`src/rtl/fence_flush_sequencer.sv`:
```
// fence_flush_sequencer: runs the flush side-effects of committed fence-class
// instructions (csr, fence, sfence.vma, fence.i) one request at a time:
// store drain, then per-TLB MMU flush or icache flush, then a tagged fence_end.
// Optional feature macro: FENCEI_FLUSH_EN (fence.i also flushes the icache).

`ifndef ROB_WIDTH
`define ROB_WIDTH 8
`endif
`ifndef VADDR_SIZE
`define VADDR_SIZE 39
`endif
`ifndef TLB_ASID
`define TLB_ASID 16
`endif

module fence_flush_sequencer #(
    parameter int unsigned NUM_TLB = 3,
    parameter int unsigned ROB_W   = `ROB_WIDTH,
    parameter int unsigned VADDR_W = `VADDR_SIZE,
    parameter int unsigned ASID_W  = `TLB_ASID
) (
    input  logic               clk_i,
    input  logic               rst_ni,
    input  logic               req_valid_i,
    output logic               req_ready_o,
    input  logic [1:0]         req_type_i,
    input  logic [ROB_W-1:0]   req_robidx_i,
    input  logic [VADDR_W-1:0] req_vaddr_i,
    input  logic [ASID_W-1:0]  req_asid_i,
    output logic               store_flush_o,
    input  logic               store_flush_end_i,
    output logic [NUM_TLB-1:0] mmu_flush_o,
    input  logic [NUM_TLB-1:0] mmu_flush_end_i,
    output logic               mmu_flush_all_o,
    output logic [VADDR_W-1:0] vma_vaddr_o,
    output logic [ASID_W-1:0]  vma_asid_o,
    output logic               inst_flush_o,
    input  logic               inst_flush_end_i,
    output logic               fence_end_o,
    output logic [ROB_W-1:0]   fence_robidx_o,
    output logic               busy_o
);

    localparam logic [2:0] S_IDLE  = 3'd0;
    localparam logic [2:0] S_STORE = 3'd1;
    localparam logic [2:0] S_MMU   = 3'd2;
    localparam logic [2:0] S_INST  = 3'd3;
    localparam logic [2:0] S_DONE  = 3'd4;

    localparam logic [1:0] T_CSR    = 2'd0;
    localparam logic [1:0] T_FENCE  = 2'd1;
    localparam logic [1:0] T_SFENCE = 2'd2;
    localparam logic [1:0] T_FENCEI = 2'd3;

    logic [2:0]         state_q, state_d;
    logic [1:0]         typ_q, typ_d;
    logic [ROB_W-1:0]   rob_q, rob_d;
    logic [VADDR_W-1:0] vaddr_q, vaddr_d;
    logic [ASID_W-1:0]  asid_q, asid_d;
    logic               all_q, all_d;
    logic [NUM_TLB-1:0] ack_q, ack_d;

    logic               req_ready_q;
    logic               store_flush_q;
    logic [NUM_TLB-1:0] mmu_flush_q;
    logic               fence_end_q;
    logic [ROB_W-1:0]   fence_robidx_q;
    logic               busy_q;

    // State and request-context registers
    always_ff @(posedge clk_i or negedge rst_ni) begin
        if (!rst_ni) begin
            state_q <= S_IDLE;
            typ_q   <= T_CSR;
            rob_q   <= '0;
            vaddr_q <= '0;
            asid_q  <= '0;
            all_q   <= 1'b0;
            ack_q   <= '0;
        end else begin
            state_q <= state_d;
            typ_q   <= typ_d;
            rob_q   <= rob_d;
            vaddr_q <= vaddr_d;
            asid_q  <= asid_d;
            all_q   <= all_d;
            ack_q   <= ack_d;
        end
    end

    // Next-state, request latching and TLB ack accumulation
    always_comb begin
        state_d = state_q;
        typ_d   = typ_q;
        rob_d   = rob_q;
        vaddr_d = vaddr_q;
        asid_d  = asid_q;
        all_d   = all_q;
        ack_d   = ack_q;
        case (state_q)
            S_IDLE: begin
                if (req_valid_i) begin
                    typ_d   = req_type_i;
                    rob_d   = req_robidx_i;
                    vaddr_d = req_vaddr_i;
                    asid_d  = req_asid_i;
                    all_d   = (req_vaddr_i == '0);
                    state_d = (req_type_i == T_CSR) ? S_DONE : S_STORE;
                end
            end
            S_STORE: begin
                if (store_flush_end_i) begin
                    case (typ_q)
                        T_SFENCE: state_d = S_MMU;
`ifdef FENCEI_FLUSH_EN
                        T_FENCEI: state_d = S_INST;
`endif
                        default:  state_d = S_DONE;
                    endcase
                end
            end
            S_MMU: begin
                // Acks may arrive in any order, including the pulse cycle
                ack_d = ack_q | mmu_flush_end_i;
                if (&ack_d) begin
                    ack_d   = '0;
                    state_d = S_DONE;
                end
            end
            S_INST: begin
`ifdef FENCEI_FLUSH_EN
                if (inst_flush_end_i) begin
                    state_d = S_DONE;
                end
`else
                state_d = S_IDLE;
`endif
            end
            S_DONE: begin
                state_d = S_IDLE;
            end
            default: begin
                state_d = S_IDLE;
            end
        endcase
    end

    // Outputs registered from the next state so they line up with state_q
    always_ff @(posedge clk_i or negedge rst_ni) begin
        if (!rst_ni) begin
            req_ready_q    <= 1'b1;
            store_flush_q  <= 1'b0;
            mmu_flush_q    <= '0;
            fence_end_q    <= 1'b0;
            fence_robidx_q <= '0;
            busy_q         <= 1'b0;
        end else begin
            req_ready_q    <= (state_d == S_IDLE);
            store_flush_q  <= (state_d == S_STORE);
            mmu_flush_q    <= ((state_d == S_MMU) && (state_q != S_MMU)) ? {NUM_TLB{1'b1}} : '0;
            fence_end_q    <= (state_d == S_DONE);
            fence_robidx_q <= (state_d == S_DONE) ? rob_d : '0;
            busy_q         <= (state_d != S_IDLE);
        end
    end

`ifdef FENCEI_FLUSH_EN
    logic inst_flush_q;

    // Icache flush level, high for the whole INST state
    always_ff @(posedge clk_i or negedge rst_ni) begin
        if (!rst_ni) begin
            inst_flush_q <= 1'b0;
        end else begin
            inst_flush_q <= (state_d == S_INST);
        end
    end

    assign inst_flush_o = inst_flush_q;
`else
    logic unused_inst_flush_end;

    assign unused_inst_flush_end = inst_flush_end_i;
    assign inst_flush_o          = 1'b0;
`endif

    assign req_ready_o     = req_ready_q;
    assign store_flush_o   = store_flush_q;
    assign mmu_flush_o     = mmu_flush_q;
    assign mmu_flush_all_o = all_q;
    assign vma_vaddr_o     = vaddr_q;
    assign vma_asid_o      = asid_q;
    assign fence_end_o     = fence_end_q;
    assign fence_robidx_o  = fence_robidx_q;
    assign busy_o          = busy_q;

endmodule
```
`config.mk`:
```
export PLATFORM = sky130hd
export DESIGN_NAME = fence_flush_sequencer
export DESIGN_NICKNAME = d
export VERILOG_FILES = /design/src/rtl/fence_flush_sequencer.sv
export SDC_FILE = /design/constraint.sdc
export NUM_CORES = 1
export LEC_CHECK = 0
export ABC_CLOCK_PERIOD_IN_PS = 2460
export BUFFER_PORTS_ARGS = -buffer_cell sky130_fd_sc_hd__buf_2
export CELL_PAD_IN_SITES_DETAIL_PLACEMENT = 1
export CELL_PAD_IN_SITES_GLOBAL_PLACEMENT = 1
export CORE_UTILIZATION = 37
export CTS_CLUSTER_DIAMETER = 80
export DETAILED_ROUTE_END_ITERATION = 10
export PLACE_DENSITY = 0.83
export SYNTH_ARGS = -nofsm -noshare
export SYNTH_HDL_FRONTEND = slang
export SYNTH_SLANG_ARGS = --single-unit
```
`constraint.sdc`:
```
create_clock -name clk_i -period 2.46 [get_ports clk_i]
set_clock_uncertainty 0.05 [all_clocks]
set_input_delay 0.492 -clock clk_i [delete_from_list [all_inputs] [get_ports clk_i]]
set_output_delay 0.492 -clock clk_i [all_outputs]
set_load 0.02 [all_outputs]
```
==> results.ini, run 1 <==
[outcome]
run_status=completed

[clocking]
clock_path_buffers=2
post_cts_buffers=0
numCtsBuffers=9
clkTransAtPathRegs_ns=0.09
cts_hold_buf=0
cts_tree=yes
cts_sinks=85
ctsResizeCount=0
htree_levels=3
cts-root-buf=clkbuf_8
clk_latency_ns=0.34

[synth]
netlist_area_um2=3290
postSynthAreaPerCell_um2=15.4
synthCells=214
synth_cell_types=25
synth_nets=287
ys_ff_latch=85
yosysSeqAreaShare_pct=64.7
synth_warnings=0

[die]
pin_count=145
die_w_um=96.3
start_util_pct=37.9
fp.dieH_um=96.3
num_rows=34
dieArea_um2=9270
coreArea_um2=8680

[setup_path]
cp.required_ns=2.63
crit_arrival_ns=2.09
critPathKind=reg2reg
endpoint_kind=register
critPathMaxFanout=35
start_kind=register

[pwr]
power.density_nw_per_um2=1390
ir_worst_vdd_v=0.000639
leakage_nw=2.07
power_mw=5.98

[layout]
num-nets-final=432
design_area_um2=4300
final_util_pct=49.5
diodes=0
area_growth_pct=30.6
drive_gt1_share_pct=63.9

[detailed_routing]
wire_per_inst_um=15.6
dr.pass1.iters=4
wl_um=7340
drc=0
ant_nets=0
drtIter0Drc=69
via_per_inst=4.82
num_vias=2272

[sta]
finalHoldViolCount=0
fin_worst_hold_slack_ns=0.0717
slew_headroom_pct=63.7
slew_viol_final=0
worst_pin_slew_ns=0.545
post-route-period-util_pct=77.9
setup_violations=0
rsz0062_at_grt=no
fmax_mhz=522
period_needed_ns=1.92
setup_tns_ns=0

[global_route]
grt_pass1_wl_um=11300
grt_pass1_vias=2246
grt_antenna_before_repair=0
grt_use_total_pct=16.6
gr-total-overflow=0
grt_start_max_net_pins=46

[run]
cap_violations=0

[worst_hold_path]
min_path_type=in2async

[place]
place.gp.congestion=0.750
port_buffers=142
dp_hpwl_um=5570
place_area_um2=4100

[synth_stat cells]
cell type / instances / area, µm²
a221o_1: 1 / 10.0
nor2_1: 8 / 30.0
nand2_1: 1 / 3.75
o22ai_1: 1 / 6.26
nor4_1: 9 / 56.3
nor3_1: 5 / 25.0
nor4b_4: 1 / 23.8
nand3_1: 1 / 5.00
nor3b_1: 1 / 7.51
nor3_4: 1 / 16.3
and2_1: 8 / 50.1
o21ai_0: 3 / 15.0
conb_1: 1 / 3.75
a21oi_1: 3 / 15.0
dfstp_2: 1 / 26.3
a221o_2: 1 / 11.3
mux2_2: 67 / 754
and3_1: 1 / 6.26
buf_4: 10 / 75.1
buf_6: 1 / 11.3
dfrtp_1: 84 / 2100
nand4_1: 2 / 12.5
or3_1: 1 / 6.26
nand2b_1: 1 / 6.26
or3b_4: 1 / 11.3
[power by group]
group | internal [mW] | switching, mW
clock | 0.493 | 0.478
sequential | 2.08 | 0.313
combinational | 1.15 | 1.46
total | 3.72 | 2.25
[sequential cells by signal (all words and copies together), names as in the netlist, 2 cells and up]
signal and cells:
typ_q 2, fence_robidx_o 8, rob_q 8, vma_vaddr_o 39
vma_asid_o 16, state_q 3, ack_q 3
[cell usage in the layout (no fill, tap or decap), types with 2 or more instances in the layout]
master,n
o21ai_0,3
buf_12,2
dfrtp_1,84
buf_2,141
nor3_1,5
mux2_2,67
buf_4,2
nor4_1,9
a21oi_1,3
nor2_1,8
clkinvlp_4,2
clkbuf_8,10
and2_1,8
nand4_1,2
[metal layers]
layer,vias to the layer above,GRT usage [%],part of all wire (%),wire length (µm)
met3,7,5.69,5.9,432
li1,1047,-,-,-
met5,-,0,0,0
met2,71,27.8,52,3850
met4,0,4.41,0.98,72
met1,1147,20.5,41,2990
[per-stage QoR]
stage               setup WS, ns  instances
floorplan                  0.760        214
global placement           0.467        456
detailed placement         0.424        456
CTS                        0.522        471
global route               0.477        471
finish                     0.544        471
[worst paths after layout]
check                           slack (ns)            startpoint                          end  cells after the start
worst max-delay path                  0.54  state_q[0]$_DFF_PN0_  vma_vaddr_o[11]$_DFFE_PN0P_                      3
max in group asynchronous             1.63                rst_ni        fence_end_o$_DFF_PN0_                      2
worst min register to register        0.45    rob_q[2]$_DFF_PN0_           rob_q[2]$_DFF_PN0_                      1
min in group clk_i                    0.32        req_asid_i[14]   vma_asid_o[14]$_DFFE_PN0P_                      2
worst min-delay path                  0.07                rst_ni    vma_asid_o[5]$_DFFE_PN0P_                      1
worst max register to register        0.54  state_q[0]$_DFF_PN0_  vma_vaddr_o[11]$_DFFE_PN0P_                      3
[cells by family after synthesis]
family	after synthesis	share of synthesized area, %
simple gates	41	7.91
flops	85	64.7
buf+inv	11	2.62
mux	67	22.9
other cells	1	0.114
compound gates	9	1.75
[area by class of cell]
class	count	area (µm²)
Clock buffer	10	138
Clock inverter	5	58.8
Fill cell	942	4380
Multi-Input combinational cell	118	1080
Sequential cell	85	2130
Tap cell	108	135
Timing Repair Buffer	145	761
[worst max-delay path, stage by stage, from the launching register on]
cell and delay, ns:
dfrtp_1 0.47, nor4b_4 0.41, buf_4 0.47, mux2_2 0.39
No activity file was read; power rests on OpenSTA's default activity.
==> run 2: changes to the inputs <==
--- a/config.mk
+++ b/config.mk
@@ -5,7 +5,7 @@
 export SDC_FILE = /design/constraint.sdc
 export NUM_CORES = 1
 export LEC_CHECK = 0
-export ABC_CLOCK_PERIOD_IN_PS = 2460
+export ABC_CLOCK_PERIOD_IN_PS = 1900
 export BUFFER_PORTS_ARGS = -buffer_cell sky130_fd_sc_hd__buf_2
 export CELL_PAD_IN_SITES_DETAIL_PLACEMENT = 1
 export CELL_PAD_IN_SITES_GLOBAL_PLACEMENT = 1
==> constraint.sdc (replaced) <==
create_clock -name clk_i -period 1.9 [get_ports clk_i]
set_clock_uncertainty 0.05 [all_clocks]
set_input_delay 0.38 -clock clk_i [delete_from_list [all_inputs] [get_ports clk_i]]
set_output_delay 0.38 -clock clk_i [all_outputs]
set_load 0.02 [all_outputs]
==> run 2 against run 1 <==
  * Sequential cell count unchanged
  * Combinational power increased by 31%
  * Sequential power grew 30%
  * Largest power group unchanged
  * Highest routed layer unchanged
==> results.ini, run 2 (synthesized netlist as in run 1, its figures left out) <==
[outcome]
run_status=completed  ; unchanged

[pwr]
power_mw=8.01  ; was 5.98 mW
power.density_nw_per_um2=1830  ; was 1390 nW/µm²
ir_worst_vdd_v=0.000942  ; was 0.000639 V
leakage_nw=2.12  ; was 2.07 nW

[sta]
fmax_mhz=559  ; was 522 MHz
rsz0062_at_grt=no  ; unchanged
post-route-period-util_pct=94.2  ; was 77.9%
setup_violations=0  ; unchanged
fin_worst_hold_slack_ns=0.203  ; was 0.0717 ns
setup_tns_ns=0  ; unchanged
finalHoldViolCount=0  ; unchanged
setup_ws_ns=0.111  ; was 0.544 ns
slew_viol_final=0  ; unchanged
period_needed_ns=1.79  ; was 1.92 ns

[setup_path]
critPathKind=reg2reg  ; unchanged
cp.required_ns=2.08  ; was 2.63 ns
endpoint_kind=register  ; unchanged
crit_arrival_ns=1.97  ; was 2.09 ns
start_kind=register  ; unchanged
critPathMaxFanout=22  ; was 35

[global_route]
grt_use_total_pct=16.6  ; about the same
grt_pass1_vias=2400  ; was 2,246
grt_start_max_net_pins=46  ; unchanged
grt_pass1_wl_um=11500  ; was 11,300 µm
grt_antenna_before_repair=0  ; unchanged
gr-total-overflow=0  ; unchanged

[layout]
largest_reg_flops=39  ; unchanged
area_growth_pct=33.0  ; was 30.6%
nFillCells=944  ; was 942
num-nets-final=436  ; was 432
diodes=0  ; unchanged
drive_gt1_share_pct=64.1  ; was 63.9%
layout_common_cells=141 x buf_2, 84 x dfrtp_1, 67 x mux2_2  ; unchanged
instances_no_fill=476  ; was 471
final_common_cell=buf_2  ; unchanged

[die]
coreArea_um2=8680  ; unchanged
start_util_pct=37.9  ; unchanged
dieArea_um2=9270  ; unchanged
num_rows=34  ; unchanged
fp.dieH_um=96.3  ; unchanged
die_w_um=96.3  ; unchanged
pin_count=145  ; unchanged

[detailed_routing]
via_per_inst=4.83  ; was 4.82
drc=0  ; unchanged
wire_per_inst_um=15.9  ; was 15.6 µm
wl_um=7580  ; was 7340 µm
num_vias=2297  ; was 2,272
dr.pass1.iters=5  ; was 4
ant_nets=0  ; unchanged
drtIter0Drc=47  ; was 69

[place]
port_buffers=142  ; unchanged
place.gp.congestion=0.777  ; was 0.750
dp_cells=458  ; was 456
pre_cts_slack_ns=0.0372  ; was 0.424 ns
dp_hpwl_um=5710  ; was 5570 µm

[clocking]
clock_path_buffers=2  ; unchanged
clkTransAtPathRegs_ns=0.10  ; was 0.09 ns
ctsResizeCount=0  ; unchanged
cts_tree=yes  ; unchanged
cts-root-buf=clkbuf_8  ; unchanged
numCtsBuffers=9  ; unchanged
htree_levels=3  ; unchanged
cts_sinks=85  ; unchanged
clk_latency_ns=0.34  ; about the same

[worst_hold_path]
min_path_type=in2reg  ; was in2async

[run]
cap_violations=0  ; unchanged

==> run 2: changes by cell type in the layout (fill, tap and decap cells not counted), sizes merged <==
cell	before	now
dlygate4sd3	0	1
clkbuf	10	11
buf	145	148
clkinvlp	2	1
bufinv	1	2
==> run 2: path summary, 6_finish.rpt <==
| kind | startpoint | end | slack [ns] | cells after the start |
|---|---|---|---|---|
| worst max-delay path | state_q[2]$_DFF_PN0_ | fence_robidx_o[6]$_DFF_PN0_ | 0.11 | 5 |
| worst min-delay path | req_asid_i[2] | vma_asid_o[2]$_DFFE_PN0P_ | 0.20 | 2 |
| worst max register to register | state_q[2]$_DFF_PN0_ | fence_robidx_o[6]$_DFF_PN0_ | 0.11 | 5 |
| worst min register to register | rob_q[7]$_DFF_PN0_ | rob_q[7]$_DFF_PN0_ | 0.45 | 1 |
| max in group asynchronous | rst_ni | vma_vaddr_o[19]$_DFFE_PN0P_ | 0.81 | 3 |
| min in group asynchronous | rst_ni | vma_asid_o[14]$_DFFE_PN0P_ | 0.31 | 2 |
==> run 2: layout make-up <==
| type | instances | area (µm²) | area share [%] |
|---|---|---|---|
| Clock buffer | 11 | 151 | 3.46 |
| Clock inverter | 5 | 81.3 | 1.86 |
| Multi-Input combinational cell | 118 | 1080 | 24.6 |
| Sequential cell | 85 | 2130 | 48.6 |
| Tap cell | 108 | 135 | 3.09 |
| Timing Repair Buffer | 149 | 806 | 18.4 |
==> run 2: worst max-delay path, stage by stage (launching register included) <==
cell and delay, ns:
dfrtp_1 0.47, nor4b_4 0.29, buf_4 0.18, buf_12 0.17
mux2_2 0.36, and2_1 0.16
==> run 2: metal layers <==
metal	routed length (µm)	track usage, %	up-vias
li1	-	-	1064
met1	3000	19.2	1145
met2	4020	29.7	76
met3	437	4.11	12
met4	113	6.25	0
met5	0	0	-
==> run 2: stage by stage <==
step	cell area [µm²]	utilization [%]
after floorplan	3290	-
after global placement	4130	47.6
after detailed placement	4130	47.6
after CTS	4370	50.4
after global routing	4380	50.4
final	4380	50.4
==> run 2: repair_timing <==
| item | CTS | global route |
|---|---|---|
| setup endpoints to repair | 0 | 7 |
| buffers inserted | 0 | 1 |
| hold buffers | 1 | 0 |
| hold endpoints to repair | 30 | 0 |
==> run 2: power breakdown <==
group	internal, mW	leakage, nW	switching [mW]	total [mW]
registers	2.69	1.02	0.410	3.10
clock network	0.816	0.116	0.652	1.47
logic	1.54	0.981	1.90	3.44
